[src/rtl/intr_claim_arbiter.sv]
// Slow-domain interrupt claim arbiter: latches rising edges into pending bits,
// masks them with enables and in-service state, and offers one source at a time
// through a valid/ready claim handshake using round-robin priority.
module intr_claim_arbiter #(
   parameter int unsigned WIDTH = 8,
   parameter int unsigned ID_W  = 3
) (
   input  logic             sync_clk,
   input  logic             sync_resetn,
   input  logic [WIDTH-1:0] intr_in,
   input  logic [WIDTH-1:0] intr_en,
   output logic             claim_valid,
   output logic [ID_W-1:0]  claim_id,
   input  logic             claim_ready,
   input  logic             complete,
   input  logic [ID_W-1:0]  complete_id,
   output logic [WIDTH-1:0] pending,
   output logic             irq_out
);

   typedef enum logic [0:0] {StIdle, StOffer} state_e;

   state_e           state_q, state_d;
   logic [WIDTH-1:0] prev_q;
   logic [WIDTH-1:0] pending_q, pending_d;
   logic [WIDTH-1:0] in_service_q, in_service_d;
   logic [ID_W-1:0]  ptr_q, ptr_d;
   logic [ID_W-1:0]  claim_id_q, claim_id_d;

   logic [WIDTH-1:0] rise;
   logic [WIDTH-1:0] eligible;
   logic [WIDTH-1:0] hs_vec;
   logic [WIDTH-1:0] cmp_vec;
   logic             handshake;
   logic             load_id;
   logic             found_hi;
   logic             found_lo;
   logic [ID_W-1:0]  winner;
   logic [ID_W-1:0]  winner_hi;
   logic [ID_W-1:0]  winner_lo;

   assign rise      = intr_in & ~prev_q;
   assign eligible  = pending_q & intr_en & ~in_service_q;
   assign handshake = claim_valid & claim_ready;

   // Round-robin pick: lowest eligible index at or above ptr, else lowest overall.
   always_comb begin
      winner_hi = '0;
      winner_lo = '0;
      found_hi  = 1'b0;
      found_lo  = 1'b0;
      for (int j = WIDTH - 1; j >= 0; j--) begin
         if (eligible[j]) begin
            winner_lo = ID_W'(j);
            found_lo  = 1'b1;
            if (j >= int'(ptr_q)) begin
               winner_hi = ID_W'(j);
               found_hi  = 1'b1;
            end
         end
      end
      winner = found_hi ? winner_hi : (found_lo ? winner_lo : '0);
   end

   // Pending / in-service / pointer next state; new edges win over a claim clear,
   // a claim set wins over a same-cycle completion.
   always_comb begin
      hs_vec  = handshake ? (WIDTH'(1) << claim_id_q) : '0;
      cmp_vec = (complete && (32'(complete_id) < WIDTH)) ? (WIDTH'(1) << complete_id) : '0;
      pending_d    = (pending_q & ~hs_vec) | rise;
      in_service_d = (in_service_q & ~cmp_vec) | hs_vec;
      ptr_d        = ptr_q;
      if (handshake) begin
         ptr_d = (claim_id_q == ID_W'(WIDTH - 1)) ? '0 : claim_id_q + ID_W'(1);
      end
      claim_id_d = load_id ? winner : claim_id_q;
   end

   // FSM next state: an offer is held until accepted.
   always_comb begin
      state_d = state_q;
      case (state_q)
         StIdle:  if (|eligible) state_d = StOffer;
         StOffer: if (claim_ready) state_d = StIdle;
         default: state_d = StIdle;
      endcase
   end

   // FSM outputs: offer flag and winner capture strobe.
   always_comb begin
      claim_valid = 1'b0;
      load_id     = 1'b0;
      case (state_q)
         StIdle:  load_id = |eligible;
         StOffer: claim_valid = 1'b1;
         default: ;
      endcase
   end

   // State registers; prev resets high so lines already asserted do not fire.
   always_ff @(posedge sync_clk or negedge sync_resetn) begin
      if (!sync_resetn) begin
         state_q      <= StIdle;
         prev_q       <= '1;
         pending_q    <= '0;
         in_service_q <= '0;
         ptr_q        <= '0;
         claim_id_q   <= '0;
      end else begin
         state_q      <= state_d;
         prev_q       <= intr_in;
         pending_q    <= pending_d;
         in_service_q <= in_service_d;
         ptr_q        <= ptr_d;
         claim_id_q   <= claim_id_d;
      end
   end

   assign claim_id = claim_id_q;
   assign pending  = pending_q;
   assign irq_out  = claim_valid;

endmodule

[config.mk]
export PLATFORM = sky130hd
export DESIGN_NAME = intr_claim_arbiter
export DESIGN_NICKNAME = d
export VERILOG_FILES = /design/src/rtl/intr_claim_arbiter.sv
export SDC_FILE = /design/constraint.sdc
export NUM_CORES = 1
export LEC_CHECK = 0
export BUFFER_PORTS_ARGS = -buffer_cell sky130_fd_sc_hd__buf_2
export CAP_MARGIN = 0
export CORE_UTILIZATION = 45
export DETAILED_ROUTE_END_ITERATION = 8
export GPL_ROUTABILITY_DRIVEN = 0
export PLACE_DENSITY = 0.69
export SYNTH_ARGS = -nofsm -noshare
export SYNTH_HDL_FRONTEND = slang
export SYNTH_SLANG_ARGS = --single-unit
export TNS_END_PERCENT = 100
[constraint.sdc]
create_clock -name sync_clk -period 2 [get_ports sync_clk]
set_clock_uncertainty 0.05 [all_clocks]
set_input_delay 0 -clock sync_clk [delete_from_list [all_inputs] [get_ports sync_clk]]
set_output_delay 0 -clock sync_clk [all_outputs]
set_load 0.02 [all_outputs]
==> out/qor.txt, run 1 <==
CTS sink count - 31
Vias - 1,369
Crit path max-delay cell type - dfrtp_1
Clk buf depth - 2
Total power - 2.659 mW
ANT nets after route - 0
# nets final - 238
Post-route DRC violation count - 0
WL/cell - 14.04 um
Place WS - 0.3909 ns
Worst setup SP type - register
#FFs+latches synth - 31
Core Util, Final - 0.6214
Inserted Diodes - 0
Max VDD drop - 0.7237 mV
Relative slew margins - 0.5527
Clk Latency, worst-skew pair - 0.32 ns
FMAX - 603.9 MHz
Post-synth cell types - 42
Post-Syn Area - 1545 um^2
Yosys top cell by area - dfrtp_1
Die Area - 3672 um^2
Final min period - 1.656 ns
Worst-margin pin slew - 0.6709 ns
Worst Path Required - 2.20 ns
1st-iter DRT viols - 59
Critical path origin - pending[7]
Routed wire length - 3565 um
CTS tree - yes
Most used DFF post-synth - dfrtp_1
FP Rows - 20
Post-synth net total - 187
RSZ-0062 raised after global routing - false
Final setup viols - 0
Final period util - 0.8279
First-pass GRT wire length - 5761 um
Post-synth top area share - 0.3725
CTS root buffer - clkbuf_4
Dpl hpwl - 2656 um
Hold Startpoint - claim_ready
Gr usage total - 0.2189
Setup CP Type - reg2reg
PortBufs - 35
Initial antenna violation count - 0
Die W - 60.60 um
Critical-path cell list - and3b_1 -> o21bai_1 -> nor4_1 -> nand4_1 -> a31oi_1
Cell area power density - 1357 nW/um^2
Vias in the first global route - 1,297
Sequential share of the synthesized area - 0.5085
Outcome - finished, final reports clean
Setup TNS - 0 ns
CTS buffer count - 5
Synth area leaders - dfrtp_1 37%, dfstp_2 14%, nand2_1 7.8%
Grt total ovfl - 0
Final Cell Area - 1959 um^2
Avg Inst Size Synth - 9.780 um^2
Worst setup EP type - register
EDFF count, synth - 0
Critical path arrival - 1.86 ns
Core Region - 3153 um^2
Crit-path max cell delay - 0.41 ns
Critical path fanouts, max - 4
Clock slew at reported path FFs - 0.10 ns
YS warnings - 0
Avg Vias per Cell - 5.390
LEAKAGE - 0.9498 nW
Die H - 60.60 um
Share of post-route cells with drive strength above 1 - 0.2571
Dpl cell area - 1753 um^2
Ys async rst share - 1.000
Reg2Reg Launch Point - pending[7]
Mapped Cells - 158
Total of max-cap violations - 0
Area grow syn2layout - 26.80%
# H-tree levels - 2
Final Max Slew Viols - 0
Largest net degree at the start of global routing - 32
Worst setup margin - 0.3441 ns
Hold Path Class - in2reg
Starting Density - 0.4901
IO Pins - 36
Final hold violation count - 0
Post-cts sizing count - 0
DRT Pass-1 Iters - 4
## cell usage in the layout, fill, tap and decap left out, drive strengths merged, types with 3 or more instances in the layout
cell	instances
a21oi	3
buf	35
clkbuf	6
dfrtp	23
dfstp	8
dlygate4sd3	12
ha	6
inv	12
nand2	32
nand2b	3
nand3	3
nand3b	7
nor2	6
o21ai	18
o31ai	3
## kinds of logic after synthesis
kind of cell	after synthesis	share of synthesized area
AOI/OAI and AO/OA	38	0.1571
and+or+nand+nor	68	0.2421
buffers and inverters	15	0.04372
DFF	31	0.5085
adders and majority gates	6	0.04858
## layout make-up
cell class                 instances  area (um^2)
fill                             289         1194
sequential                        31        785.8
multi-input combinational        112        691.9
timing repair buffer              47        295.3
tap                               44        55.05
clock buffer                       6        51.30
inverter                          12        45.04
clock inverter                     2        35.03
## routing by layer
layer  up-vias  share of wire  track usage
met1       639           0.43       0.2650
met4         0          0.014      0.08442
met3         6          0.081      0.06610
met5         -              0            0
li1        656              -            -
met2        68           0.48       0.3673
## metrics by stage
| step | hold WS [ns] | instances |
|---|---|---|
| after floorplan | -0.3456 | 158 |
| after global placement | 0.01761 | 234 |
| after detailed placement | 0.02076 | 234 |
| after CTS | 0.01169 | 254 |
| after global routing | 0.03325 | 254 |
| final | 0.02525 | 254 |
## cells in the mapped netlist, drive strengths merged (3+ instances only)
master	count
a21oi	3
nand3	3
nand2	32
o31ai	3
dfstp	8
dfrtp	23
nor2	6
ha	6
nand3b	7
o21ai	18
nand2b	3
inv	12
## worst max-delay path, delay by kind of cell (launching register included)
family          cells  cell delay, ns
simple gates        3            0.74
flops               1            0.41
compound gates      2            0.39
## where the power goes
part / internal [mW] / total, mW / switching, mW
clock: 0.295 / 0.512 / 0.217
combinational: 0.471 / 1.10 / 0.625
sequential: 0.836 / 1.05 / 0.215
total: 1.60 / 2.66 / 1.06
## worst paths after layout
kind                                         to  slack [ns]  cells after the start
worst max-delay path                claim_id[1]        0.34                      5
worst min-delay path                   ptr_q[2]        0.03                      3
worst max register to register      claim_id[1]        0.34                      5
worst min register to register  in_service_q[2]        0.47                      2
max in group asynchronous       in_service_q[1]        1.28                      2
min in group asynchronous           claim_id[2]        0.18                      2
## state kept, by name (all words and copies together), names as in the netlist
signal / count
in_service_q: 8
pending: 8
prev_q: 8
claim_id: 3
ptr_q: 3
state_q: 1
## what timing repair did
action | CTS | global route
hold buffers | 12 | 0
hold endpoints to repair | 41 | 0
setup buffers | 0 | 0
setup endpoints to repair | 0 | 0
(Power assumes the default switching activity.)
==> run 2, diff against run 1 <==
--- a/config.mk
+++ b/config.mk
@@ -5,12 +5,13 @@
 export SDC_FILE = /design/constraint.sdc
 export NUM_CORES = 1
 export LEC_CHECK = 0
+export ABC_AREA = 1
 export BUFFER_PORTS_ARGS = -buffer_cell sky130_fd_sc_hd__buf_2
 export CAP_MARGIN = 0
 export CORE_UTILIZATION = 45
 export DETAILED_ROUTE_END_ITERATION = 8
 export GPL_ROUTABILITY_DRIVEN = 0
-export PLACE_DENSITY = 0.69
+export PLACE_DENSITY = 0.68
 export SYNTH_ARGS = -nofsm -noshare
 export SYNTH_HDL_FRONTEND = slang
 export SYNTH_SLANG_ARGS = --single-unit
==> constraint.sdc (replaced) <==
create_clock -name sync_clk -period 1.6 [get_ports sync_clk]
set_clock_uncertainty 0.05 [all_clocks]
set_input_delay 0 -clock sync_clk [delete_from_list [all_inputs] [get_ports sync_clk]]
set_output_delay 0 -clock sync_clk [all_outputs]
set_load 0.02 [all_outputs]
==> run 2 against run 1 <==
Net effect:
- design area up 5.2%
- sequential share of layout area down 2.0 points
- synthesized cell count grew 28%
- critical path type is now in2reg
- critical endpoint is now in_service_q[7]
==> out/qor.txt, run 2 <==
Outcome - finished, final reports clean
Final hold violation count - 0 (unchanged)
Total power - 3.313 mW (+25%)
Die Area - 3848 um^2 (+4.8%)
CTS buffer count - 5 (unchanged)
Hold path depth - 4 (+1)
Critical path arrival - 1.62 ns (-0.24 ns)
Synth area leaders - dfrtp_1 35%, dfstp_2 13%, inv_1 9.7%
Clk Latency, worst-skew pair - 0.33 ns (about the same)
Post-synth top area share - 0.3549 (-0.01753)
Largest net degree at the start of global routing - 32 (unchanged)
Core Region - 3390 um^2 (+7.5%)
Count leader, synth - inv_1
Yosys top cell by area - dfrtp_1
Worst Path Required - 1.75 ns (-0.45 ns)
RSZ-0062 raised after global routing - false
Post-Syn Area - 1622 um^2 (+4.9%)
Starting Density - 0.4784 (-0.01167)
Final Max Slew Viols - 0 (unchanged)
Grt total ovfl - 0 (unchanged)
CTS sink count - 31 (unchanged)
IO Pins - 36 (unchanged)
CTS root buffer - clkbuf_4
Register-to-register setup slack - 0.13 ns (-0.22 ns)
Critical path origin - complete_id[1]
Final min period - 1.471 ns
RR Endpoint - claim_id[2]
WL/cell - 11.96 um (-15%)
Die H - 62.03 um (+2.4%)
Commonest non-fill, non-tap cell in the layout - inv_1
Die W - 62.03 um (+2.4%)
EDFF count, synth - 0 (unchanged)
Inserted Diodes - 0 (unchanged)
YS warnings - 0 (unchanged)
Vias - 1,419 (+3.7%)
Met3 Use GR - 0.06211 (-0.003986)
CP Capture Point - in_service_q[7]
Initial antenna violation count - 0 (unchanged)
Relative slew margins - 0.5383 (-0.01440)
Area grow syn2layout - 27.16%
Multi-input gate area - 660.6 um^2 (-4.5%)
Post-CTS setup buffers - 0 (unchanged)
Reg2Reg Launch Point - in_service_q[1]
First-pass GRT wire length - 5927 um (+2.9%)
#FFs+latches synth - 31 (unchanged)
Most frequent cells after synthesis - 42 x inv_1, 39 x nand2_1, 23 x dfrtp_1, 20 x nor2_1, 11 x o21ai_0
Post-synth net total - 231 (+24%)
Final period util - 0.9196
LEAKAGE - 1.088 nW (+15%)
Final setup viols - 0 (unchanged)
Worst-margin pin slew - 0.6925 ns (+0.02160 ns)
Max VDD drop - 0.6509 mV (-10%)
Reg2Reg Depth - 10 (+5)
GRT busiest layer - met2
DRT Pass-1 Iters - 4 (unchanged)
Mapped Cells - 202 (+28%)
Clock slew at reported path FFs - 0.09 ns (about the same)
PortBufs - 35 (unchanged)
Gr usage total - 0.2239 (+0.005064)
Avg Vias per Cell - 4.683 (-13%)
Register area - 785.8 um^2 (unchanged)
CTS tree - yes
Critical path fanouts, max - 3 (-1)
1st-iter DRT viols - 49 (-17%)
Setup TNS - 0 ns (unchanged)
Total of max-cap violations - 0 (unchanged)
Most used DFF post-synth - dfrtp_1
# nets final - 285 (+20%)
FMAX - 679.6 MHz
Clk buf depth - 2 (unchanged)
Sequential share of the synthesized area - 0.4846 (-0.02393)
# fillers - 293 (+1.4%)
Share of post-route cells with drive strength above 1 - 0.2646 (+0.007449)
Worst setup SP type - primary input
Post-route DRC violation count - 0 (unchanged)
Cell area power density - 1607 nW/um^2 (+18%)
FP Rows - 21 (+5.0%)
M1 GR Usage - 0.2817 (+0.01672)
# H-tree levels - 2 (unchanged)
Avg Inst Size Synth - 8.028 um^2 (-18%)
Post-synth cell types - 24 (-43%)
Setup CP Type - in2reg
Ys async rst share - 1.000 (unchanged)
Routed wire length - 3625 um (+1.7%)
Most frequent cells in the layout - 42 x inv_1, 39 x nand2_1, 35 x buf_2
GR met2 Demand/Resource - 0.3617 (-0.005645)
Dpl hpwl - 2674 um (+0.67%)
Hold Path Class - in2reg
Vias in the first global route - 1,362 (+5.0%)
Worst setup EP type - register
ANT nets after route - 0 (unchanged)
==> run 2: cell count changes in the layout (fill, tap and decap cells not counted), sizes merged, moves of 7 or more <==
cell,previous run,this run
inv,12,47
nand2,32,40
nand3,3,11
nand3b,7,0
nor2,6,25
==> run 2: metrics by stage <==
step / hold slack [ns] / instances / worst slack (ns) / utilization / cell area (um^2)
6_report: 0.02527 / 303 / 0.1287 / 0.6083 / 2062
5_1_grt: 0.05333 / 303 / 0.005115 / 0.6083 / 2062
4_1_cts: 0.009309 / 303 / 0.08473 / 0.6047 / 2049
3_5_place_dp: 0.03356 / 282 / 0.08941 / 0.5460 / 1851
3_3_place_gp: 0.03019 / 282 / 0.1271 / 0.5460 / 1851
2_1_floorplan: -0.3456 / 202 / 0.2039 / - / 1622
==> run 2: kinds of logic after synthesis <==
group	share of synthesized area
adders and majority gates	0.04630
DFF	0.4846
AOI/OAI and AO/OA	0.1219
and+or+nand+nor	0.2315
buffers and inverters	0.1157
==> run 2: worst min path at each step <==
stage                      startpoint               to  slack (ns)
after CTS                    complete  in_service_q[0]       0.009
final                        complete  in_service_q[0]        0.03
after global routing         complete  in_service_q[0]        0.05
after floorplan           sync_resetn      claim_id[0]       -0.35
after global placement    sync_resetn       pending[2]        0.03
after detailed placement  sync_resetn  in_service_q[2]        0.03
==> run 2: report_power, final <==
group / switching [mW] / internal [mW]
Sequential: 0.217 / 1.05
Combinational: 0.968 / 0.555
Clock: 0.268 / 0.258
==> run 2: final cells by class <==
cell class | count | share of cell area
inverter | 47 | 0.08556
tap | 46 | 0.02791
multi-input combinational | 122 | 0.3204
clock buffer | 8 | 0.03337
sequential | 31 | 0.3811
timing repair buffer | 49 | 0.1517
==> run 2: repair_timing <==
| item | 4_1_cts | 5_1_grt |
|---|---|---|
| hold buffers | 13 | 0 |
| endpoints found under the setup margin | 0 | 1 |
| hold endpoints to repair | 44 | 0 |
| resized for setup | 0 | 3 |
==> run 2: routing by layer <==
layer,vias up,part of all wire
met1,639,0.44
met3,6,0.054
met4,0,0.018
li1,731,-
met5,-,0
met2,43,0.49
==> run 2: worst max-delay path: stages <==
cell,delay [ns]
dlygate4sd3_1,0.52
buf_2,0.12
nand2_1,0.05
dlygate4sd3_1,0.56
o21ai_0,0.23
o21ai_0,0.13
==> run 3, diff against run 2 <==
--- a/config.mk
+++ b/config.mk
@@ -8,6 +8,7 @@
 export ABC_AREA = 1
 export BUFFER_PORTS_ARGS = -buffer_cell sky130_fd_sc_hd__buf_2
 export CAP_MARGIN = 0
+export CORE_MARGIN = 4
 export CORE_UTILIZATION = 45
 export DETAILED_ROUTE_END_ITERATION = 8
 export GPL_ROUTABILITY_DRIVEN = 0
@@ -15,4 +16,4 @@
 export SYNTH_ARGS = -nofsm -noshare
 export SYNTH_HDL_FRONTEND = slang
 export SYNTH_SLANG_ARGS = --single-unit
-export TNS_END_PERCENT = 100
+export TNS_END_PERCENT = 10
==> run 3 against run 2 <==
Net effect:
- clock-buffer cell count fell by 2
- setup slack worse by 0.011 ns
- register-to-register slack about the same
- global-route usage decreased by 4.6 points
- power fell by 3.6%
- critical path depth rose by 4
- utilization down 1.1 points
==> out/qor.txt, run 3 (synthesis gave the netlist of run 2 again) <==
Clock slew at reported path FFs - 0.10 ns (about the same)
Setup TNS - 0 ns (unchanged)
Max VDD drop - 0.7382 mV (+13%)
Dpl cell area - 1851 um^2 (unchanged)
IO Pins - 36 (unchanged)
First-pass GRT wire length - 5968 um (+0.69%)
Final Max Slew Viols - 0 (unchanged)
Cell area power density - 1566 nW/um^2 (-2.5%)
Grt total ovfl - 0 (unchanged)
Hold path depth - 4 (unchanged)
Inst Count DP - 282 (unchanged)
Critical path fanouts, max - 5 (+2)
Die Area - 4628 um^2 (+20%)
Outcome - finished, final reports clean
Final hold violation count - 0 (unchanged)
Worst-margin pin slew - 0.6839 ns (-0.008619 ns)
Hold Startpoint - complete_id[2]
Routed wire length - 3503 um (-3.4%)
LEAKAGE - 1.074 nW (-1.3%)
# nets final - 285 (unchanged)
Starting Density - 0.4747 (-0.003680)
Die W - 68.03 um (+9.7%)
Die H - 68.03 um (+9.7%)
Worst setup margin - 0.1176 ns (-0.01100 ns)
Clk buf depth - 2 (unchanged)
CTS buffer count - 5 (unchanged)
DRT Pass-1 Iters - 6 (+2)
Area grow syn2layout - 25.77%
Most frequent cells in the layout - 42 x inv_1, 39 x nand2_1, 35 x buf_2
Setup CP Type - reg2reg
Share of post-route cells with drive strength above 1 - 0.2685 (+0.003891)
Total power - 3.195 mW (-3.6%)
Final setup viols - 0 (unchanged)
Inserted Diodes - 0 (unchanged)
Relative slew margins - 0.5441 (+0.005746)
Final period util - 0.9265 (+0.006877)
Post-Layout Cell Count - 303 (unchanged)
CTS sink count - 31 (unchanged)
Post-route DRC violation count - 0 (unchanged)
Reg2Reg Depth - 10 (unchanged)
Critical path arrival - 1.65 ns (+0.03 ns)
Post-CTS setup buffers - 0 (unchanged)
ANT nets after route - 0 (unchanged)
1st-iter DRT viols - 44 (-10%)
Register-to-register setup slack - 0.12 ns (about the same)
Initial antenna violation count - 0 (unchanged)
FMAX - 674.6 MHz (-0.74%)
Dpl hpwl - 2676 um (about the same)
PortBufs - 35 (unchanged)
Worst setup SP type - register
Place WS - 0.05014 ns (-0.03927 ns)
Hold Path Class - in2reg
Worst Path Required - 1.77 ns (+0.02 ns)
RR Endpoint - claim_id[2]
Avg Vias per Cell - 4.548 (-2.9%)
Worst setup EP type - register
Final min period - 1.482 ns (+0.01100 ns)
CTS root buffer - clkbuf_4
Final Cell Area - 2039 um^2 (-1.1%)
FP Rows - 21 (unchanged)
Clk Latency, worst-skew pair - 0.34 ns (about the same)
Commonest non-fill, non-tap cell in the layout - inv_1
Vias - 1,378 (-2.9%)
Vias in the first global route - 1,327 (-2.6%)
CTS tree - yes
Gr usage total - 0.1775 (-0.04646)
WL/cell - 11.56 um (-3.4%)
Total of max-cap violations - 0 (unchanged)
# H-tree levels - 2 (unchanged)
Reg2Reg Launch Point - pending[5]
Worst hold path endpoint - in_service_q[5]
Largest net degree at the start of global routing - 32 (unchanged)
RSZ-0062 raised after global routing - true
Core Region - 3416 um^2 (+0.78%)
## run 3: changes by cell type in the layout (fill, tap and decap cells not counted), sizes merged
cell / change
clkbuf: -2
clkinv: +1
clkinvlp: +1
## run 3: final cells by class
type | count | area [um^2]
multi-input cells | 122 | 653.1
flip-flops and latches | 31 | 785.8
clock buffers | 6 | 41.29
inverters | 47 | 176.4
repair buffers | 49 | 312.8
fillers | 322 | 1376
clock inverters | 2 | 12.51
well taps | 46 | 57.56
## run 3: report_power, final
part	switching [mW]	internal (mW)	total, mW
logic	0.945	0.550	1.49
registers	0.210	1.05	1.26
clock network	0.276	0.169	0.445
## run 3: repair_timing
item,4_1_cts,5_1_grt
setup endpoints to repair,0,3
hold endpoints to repair,45,0
resized for setup,0,2
hold buffers,13,0
## run 3: through the flow
stage / util / hold slack, ns
finish: 0.5971 / 0.03300
global placement: 0.5418 / 0.02722
detailed placement: 0.5418 / 0.03173
CTS: 0.5956 / 0.02059
floorplan: - / -0.3456
global route: 0.5971 / 0.05923
## run 3: worst max-delay path by stage
stage / start / to / slack (ns)
2_1_floorplan: pending[4] / claim_id[2] / 0.20
3_3_place_gp: pending[4] / claim_id[2] / 0.14
3_5_place_dp: pending[5] / claim_id[2] / 0.05
4_1_cts: pending[5] / claim_id[2] / 0.01
5_1_grt: pending[5] / claim_id[2] / -0.03
6_report: pending[5] / claim_id[2] / 0.12
## run 3: worst max-delay path, stage by stage, from the launching register on
cell	delay (ns)
dfrtp_1	0.40
nand2_1	0.07
nor2_1	0.07
nor2_2	0.16
nand3_1	0.12
nor2_2	0.17
nor2_4	0.06
inv_2	0.06
nor2_1	0.03
o21ai_1	0.08
o21ai_1	0.08
## run 3: routing by layer
layer,vias up,global-route usage,part of all wire
met5,-,0,0
met4,0,0.05955,0.014
met3,5,0.04926,0.057
met2,31,0.2804,0.47
met1,614,0.2339,0.46
li1,728,-,-
